**src/rtl/lcd_ctrl_param.sv**
```systemverilog
// HD44780-class character LCD controller: power-up wait, cfg-driven init sequence,
// then host commands over valid/ready on an 8-bit or 4-bit (nibble) bus.
module lcd_ctrl_param #(
  parameter int CLK_PER_US   = 3,
  parameter int BUS_WIDTH    = 8,
  parameter int T_POWERUP_US = 500,
  parameter int T_EN_US      = 13,
  parameter int T_CMD_US     = 50,
  parameter int T_LONG_US    = 1640
) (
  input  logic       clk_i,
  input  logic       rst_n_i,
  input  logic [6:0] cfg_i,
  input  logic       cmd_valid_i,
  input  logic [9:0] cmd_data_i,
  output logic       cmd_ready_o,
  output logic       e_o,
  output logic       rs_o,
  output logic       rw_o,
  output logic [7:0] lcd_data_o,
  output logic       busy_o,
  output logic       init_done_o
);
  localparam int PWR_CYC  = T_POWERUP_US * CLK_PER_US;
  localparam int SU_CYC   = CLK_PER_US;
  localparam int EN_CYC   = T_EN_US * CLK_PER_US;
  localparam int CMD_CYC  = T_CMD_US * CLK_PER_US;
  localparam int LONG_CYC = T_LONG_US * CLK_PER_US;
  localparam int MAX_A    = (PWR_CYC > LONG_CYC) ? PWR_CYC : LONG_CYC;
  localparam int MAX_B    = (CMD_CYC > EN_CYC) ? CMD_CYC : EN_CYC;
  localparam int MAX_CYC  = (MAX_A > MAX_B) ? MAX_A : MAX_B;
  localparam int CW       = $clog2(MAX_CYC + 1);
  localparam logic [2:0] FIRST_STEP = (BUS_WIDTH == 4) ? 3'd0 : 3'd1;
  localparam logic [2:0] LAST_STEP  = 3'd4;

  if (BUS_WIDTH != 8 && BUS_WIDTH != 4) begin : g_bad_bus
    $error("lcd_ctrl_param: BUS_WIDTH must be 4 or 8");
  end

  typedef enum logic [2:0] {
    ST_POWERUP, ST_IDLE, ST_SETUP, ST_HIGH, ST_LOW, ST_WAIT
  } state_e;

  state_e        state_q;
  logic [CW-1:0] cnt_q;
  logic [6:0]    cfg_q;
  logic [7:0]    cmd_byte_q;
  logic          cmd_rs_q, cmd_rw_q;
  logic [2:0]    step_q;
  logic          lo_nib_q, single_q;
  logic          e_q, rs_q, rw_q, busy_q, ready_q, done_q;
  logic [7:0]    data_q;

  // Step 0 is the lone 0x2 nibble that switches the LCD into 4-bit mode.
  function automatic logic [7:0] init_byte(input logic [2:0] step, input logic [6:0] c);
    case (step)
      3'd0:    init_byte = 8'h20;
      3'd1:    init_byte = ((BUS_WIDTH == 4) ? 8'h20 : 8'h30) | {4'b0, c[6:5], 2'b0};
      3'd2:    init_byte = 8'h08 | {5'b0, c[4:2]};
      3'd3:    init_byte = 8'h01;
      default: init_byte = 8'h04 | {6'b0, c[1:0]};
    endcase
  endfunction

  function automatic logic [7:0] bus_val(input logic [7:0] b, input logic lo);
    if (BUS_WIDTH == 4) bus_val = lo ? {b[3:0], 4'h0} : {b[7:4], 4'h0};
    else                bus_val = b;
  endfunction

  logic          hs, pwr_end, wait_end, init_next, start, long_cmd;
  logic [CW-1:0] wait_last;
  logic [2:0]    ld_step;
  logic [7:0]    ld_byte;
  logic          ld_rs, ld_rw, ld_single;

  always_comb begin
    long_cmd  = !cmd_rs_q && !cmd_rw_q && (cmd_byte_q[7:2] == 6'd0) && (cmd_byte_q != 8'd0);
    wait_last = long_cmd ? CW'(LONG_CYC - 1) : CW'(CMD_CYC - 1);
    hs        = (state_q == ST_IDLE) && cmd_valid_i && ready_q;
    pwr_end   = (state_q == ST_POWERUP) && (cnt_q == CW'(PWR_CYC - 1));
    wait_end  = (state_q == ST_WAIT) && (cnt_q == wait_last);
    init_next = wait_end && !done_q && (step_q != LAST_STEP);
    start     = pwr_end || init_next || hs;
    // cfg is captured on the same edge that launches the first init write
    ld_step   = (state_q == ST_POWERUP) ? FIRST_STEP : 3'(step_q + 3'd1);
    ld_byte   = init_byte(ld_step, (state_q == ST_POWERUP) ? cfg_i : cfg_q);
    ld_rs     = 1'b0;
    ld_rw     = 1'b0;
    ld_single = (ld_step == 3'd0);
    if (state_q == ST_IDLE) begin
      ld_byte   = cmd_data_i[7:0];
      ld_rs     = cmd_data_i[9];
      ld_rw     = cmd_data_i[8];
      ld_single = 1'b0;
    end
  end

  always_ff @(posedge clk_i) begin
    if (!rst_n_i) begin
      state_q    <= ST_POWERUP;
      cnt_q      <= '0;
      cfg_q      <= '0;
      cmd_byte_q <= '0;
      cmd_rs_q   <= 1'b0;
      cmd_rw_q   <= 1'b0;
      step_q     <= '0;
      lo_nib_q   <= 1'b0;
      single_q   <= 1'b0;
      e_q        <= 1'b0;
      rs_q       <= 1'b0;
      rw_q       <= 1'b0;
      data_q     <= '0;
      busy_q     <= 1'b1;
      ready_q    <= 1'b0;
      done_q     <= 1'b0;
    end else begin
      cnt_q <= cnt_q + 1'b1;
      case (state_q)
        ST_POWERUP: if (pwr_end) cfg_q <= cfg_i;
        ST_IDLE:    cnt_q <= '0;
        ST_SETUP: if (cnt_q == CW'(SU_CYC - 1)) begin
          state_q <= ST_HIGH;
          cnt_q   <= '0;
          e_q     <= 1'b1;
        end
        ST_HIGH: if (cnt_q == CW'(EN_CYC - 1)) begin
          state_q <= ST_LOW;
          cnt_q   <= '0;
          e_q     <= 1'b0;
        end
        ST_LOW: if (cnt_q == CW'(EN_CYC - 1)) begin
          cnt_q <= '0;
          if (BUS_WIDTH == 4 && !lo_nib_q && !single_q) begin
            state_q  <= ST_SETUP;
            lo_nib_q <= 1'b1;
            data_q   <= bus_val(cmd_byte_q, 1'b1);
          end else begin
            state_q <= ST_WAIT;
            rs_q    <= 1'b0;
            rw_q    <= 1'b0;
            data_q  <= '0;
          end
        end
        ST_WAIT: if (wait_end) begin
          cnt_q <= '0;
          if (!init_next) begin
            state_q <= ST_IDLE;
            ready_q <= 1'b1;
            busy_q  <= 1'b0;
            done_q  <= 1'b1;
          end
        end
        default: state_q <= ST_POWERUP;
      endcase
      if (start) begin
        state_q    <= ST_SETUP;
        cnt_q      <= '0;
        cmd_byte_q <= ld_byte;
        cmd_rs_q   <= ld_rs;
        cmd_rw_q   <= ld_rw;
        if (!done_q) step_q <= ld_step;
        single_q   <= ld_single;
        lo_nib_q   <= 1'b0;
        e_q        <= 1'b0;
        rs_q       <= ld_rs;
        rw_q       <= ld_rw;
        data_q     <= bus_val(ld_byte, 1'b0);
        busy_q     <= 1'b1;
        ready_q    <= 1'b0;
      end
    end
  end

  assign cmd_ready_o = ready_q;
  assign e_o         = e_q;
  assign rs_o        = rs_q;
  assign rw_o        = rw_q;
  assign lcd_data_o  = data_q;
  assign busy_o      = busy_q;
  assign init_done_o = done_q;
endmodule

```
**config.mk**
```make
export PLATFORM = sky130hd
export DESIGN_NAME = lcd_ctrl_param
export DESIGN_NICKNAME = d
export VERILOG_FILES = /design/src/rtl/lcd_ctrl_param.sv
export SDC_FILE = /design/constraint.sdc
export NUM_CORES = 1
export LEC_CHECK = 0
export ABC_AREA = 1
export CAP_MARGIN = 20
export CORE_ASPECT_RATIO = 0.5
export CORE_MARGIN = 4
export CORE_UTILIZATION = 45
export CTS_CLUSTER_SIZE = 30
export DETAILED_ROUTE_END_ITERATION = 7
export HOLD_SLACK_MARGIN = 0.08
export PLACE_DENSITY = 0.72
export SLEW_MARGIN = 25
export SYNTH_ARGS = -nofsm -noshare
export SYNTH_HDL_FRONTEND = slang
export SYNTH_SLANG_ARGS = --single-unit
```
**constraint.sdc**
```tcl
create_clock -name clk_i -period 2.2 [get_ports clk_i]
set_input_delay 0.44 -clock clk_i [delete_from_list [all_inputs] [get_ports clk_i]]
set_output_delay 0.44 -clock clk_i [all_outputs]
set_load 0.05 [all_outputs]
```
==> metrics.cfg <==
[clock_tree]
clkTransAtPathRegs_ns=0.10
htree_levels=2
holdBufCountCts=0
post-cts-setup-buffer-count=0
cts.sinks=50
numCtsBuffers=5
cts.path.max_buffers=2
cts_tree=built
cts.repair.resized=0
cts-root-buf=clkbuf_8
clock_latency_ns=0.30

[yosys]
synth_ff_type=dfxtp_1
yosysSeqAreaShare_pct=40.6
synth_area_leaders=dfxtp_1 41%, nand2_1 14%, nand3_1 6.7%
synth-xor-area-share_pct=2.49
avgSynthCellArea_um2=7.18
synth_fa_ha_area_share_pct=2.03
synth_compound_area_share_pct=9.19
synth_seq_cells=50
yosysTopAreaCellShare_pct=40.6
yosys.area_share.simple_pct=37.7
yosys_warnings=0
syn_nets=367
yosys.area.top_type=dfxtp_1
ys_types=39
netlist_area_mm2=0.00246
synth_mux_area_share_pct=0
synth_edf_count=0
synth_top_family_by_area=simple AND/OR/NAND/NOR gates
ys_async_sr_fraction_pct=0
synthCells=343

[critical_path]
critPathMaxFanout=3
cpMaxStageDelayCell=clkdlybuf4s50_1
path_delay_family=buffers and inverters
crit_arrival_ns=1.51
r2r_setup_slack_ns=0.30
required_ns=1.76
cp_cell_sequence=clkdlybuf4s50_1
crit_path_max_incr_delay_ns=0.82
ff2ff_path_depth=9
path_buf_inv=1
worst_r2r_startpoint=cnt_q[5]$_SDFF_PP0_
start_kind=flop
r2r-end=lcd_data_o[2]$_SDFFE_PN0P_
critPathKind=reg2out
crit_path_end_kind=primary output

[layout]
fin_cells=449
diodes=0
final_util_pct=57.4
drive_gt1_share_pct=10.8
final_nets=402
areaGrowthSynthToFinish_pct=19.2
stdcell_area_mm2=0.00294

[routing]
vias=2238
drtIter0Drc=95
dr.pass1.iters=4
routed_via_density=4.98
ant_nets=0
drc=0
wl_mm=5.33
wl_per_cell_um=11.9

[pwr]
p_leak_nw=1.21
irDropWorstVdd_mv=0.286
powerDensity_mw_per_mm2=613

[global_route]
use_met3_pct=3.54
antenna_found_initial=0
grt_max_degree=20
gr-usage-met1_pct=22.3
grt_usage_pct=16.7
top_usage_layer=met2
grt_overflow_total=0
met2_usage_pct=28.2
grt_pass1_vias=2120
grt_pass1_wl_mm=9.35

[worst_hold_path]
min_delay_path_depth=2
worst_hold_path_type=reg2reg
holdPathEnd=cmd_rs_q$_SDFFE_PN0P_
hp-start=cmd_rs_q$_SDFFE_PN0P_

[sta]
tns_ns=0
timing.final.crit_share_pct=88.4
setup_viol=0
clock_skew_ns=0.00466
worst_pin_slew_ns=0.502
period_minus_slack_ns=1.95
relSlewSlack_pct=66.4
rsz0062_at_grt=no
slew_violations=0
setup_ws_ns=0.254
fmax_mhz=514
hold_violations=0

[floorplan]
core.rowCount=18
die_height_um=60.3
ioPinCount=34
initial_core_util_pct=48.2
coreArea_mm2=0.00511
die_w_um=113
dieArea_mm2=0.00679

[placed_design]
dpl.hpwl_mm=4.14
io_buffers=33
gp_congestion=0.931
place_ws_ns=0.281
placed_area_mm2=0.00284
dp.cells=441

[run]
maxCapViolCount=0

[status]
outcome=finished, final reports clean

## routing by layer
layer / vias to the layer above / part of all wire, %
met5: - / 0
met4: 0 / 0.51
met3: 2 / 4.0
met2: 47 / 44
met1: 1008 / 51
li1: 1181 / -
## worst register-to-register path: stages (launching register included)
cell and delay, ns:
dfxtp_1 0.40, or2_1 0.26, nor4_1 0.21, and2_4 0.28, nor2_4 0.05, nand2_4 0.18
nor2_8 0.06, buf_4 0.21, nand3_1 0.09, nand2_1 0.06
## cell type report
type / instances / area (µm²)
tap: 70 / 87.6
clock buffer: 5 / 68.8
multi-input combinational: 249 / 1270
timing repair buffer: 35 / 345
clock inverter: 3 / 28.8
fill: 472 / 2180
inverter: 37 / 139
sequential: 50 / 1000
## where the power goes
part	internal, W	leakage [nW]	total [W]	switching [W]
clock	0.000238	0.0506	0.000572	0.000334
sequential	0.000925	0.403	0.000953	0.0000284
combinational	0.000108	0.755	0.000276	0.000168
## placed cells by master, fill, tap and decap left out, types with 2 or more instances in the layout
| cell | netlist | layout |
|---|---|---|
| xnor2_1 | 2 | 2 |
| o21ai_0 | 20 | 20 |
| inv_2 | 7 | 7 |
| clkbuf_8 | 0 | 5 |
| nand3_1 | 33 | 33 |
| nor2_1 | 40 | 40 |
| nand4_1 | 5 | 5 |
| dfxtp_1 | 50 | 50 |
| nor3_1 | 6 | 6 |
| ha_1 | 4 | 4 |
| nand2_1 | 89 | 89 |
| buf_4 | 1 | 2 |
| xor2_1 | 5 | 5 |
| o211ai_1 | 2 | 2 |
| nand3_2 | 2 | 2 |
| inv_1 | 30 | 30 |
| clkdlybuf4s50_1 | 0 | 33 |
| a21oi_1 | 12 | 12 |
| nor2_4 | 2 | 2 |
| nor2_2 | 11 | 11 |
## synthesized netlist by cell type (5+ instances only)
cell / number
nand2_1: 89
nand4_1: 5
inv_1: 30
dfxtp_1: 50
nand3_1: 33
nor2_2: 11
a21oi_1: 12
inv_2: 7
o21ai_0: 20
xor2_1: 5
nor3_1: 6
nor2_1: 40
## stage by stage
| stage | hold slack [ns] | power, W |
|---|---|---|
| after global routing | 0.482 | 0.00189 |
| after global placement | 0.433 | 0.00125 |
| after detailed placement | 0.436 | 0.00125 |
| after CTS | 0.456 | 0.00182 |
| final | 0.454 | 0.00180 |
| after floorplan | 0.420 | 0.00117 |
## registers in the layout, indices dropped and copies added (netlist names)
name         flops
cmd_rs_q         1
cmd_byte_q       8
cnt_q           13
busy_o           1
state_q          3
cmd_rw_q         1
init_done_o      1
rs_o             1
cfg_q            7
rw_o             1
e_o              1
step_q           3
cmd_ready_o      1
lcd_data_o       8
## how the worst max path moves through the flow
stage / startpoint / endpoint / depth (start not counted)
finish: cmd_ready_o$_SDFFE_PP0P_ / cmd_ready_o / 1
global route: cnt_q[1]$_SDFF_PP0_ / cnt_q[8]$_SDFF_PP0_ / 10
CTS: cmd_ready_o$_SDFFE_PP0P_ / cmd_ready_o / 1
detailed placement: cmd_valid_i / lcd_data_o[2]$_SDFFE_PN0P_ / 9
global placement: cmd_valid_i / lcd_data_o[2]$_SDFFE_PN0P_ / 9
floorplan: cnt_q[0]$_SDFF_PP0_ / lcd_data_o[2]$_SDFFE_PN0P_ / 9
## cells by family after synthesis
kind of cell / count (synthesis)
fa+ha+maj: 4
buf+inv: 44
compound gates: 39
simple gates: 199
flops: 50
xor+xnor: 7
Power figures use the tool's default switching activity.
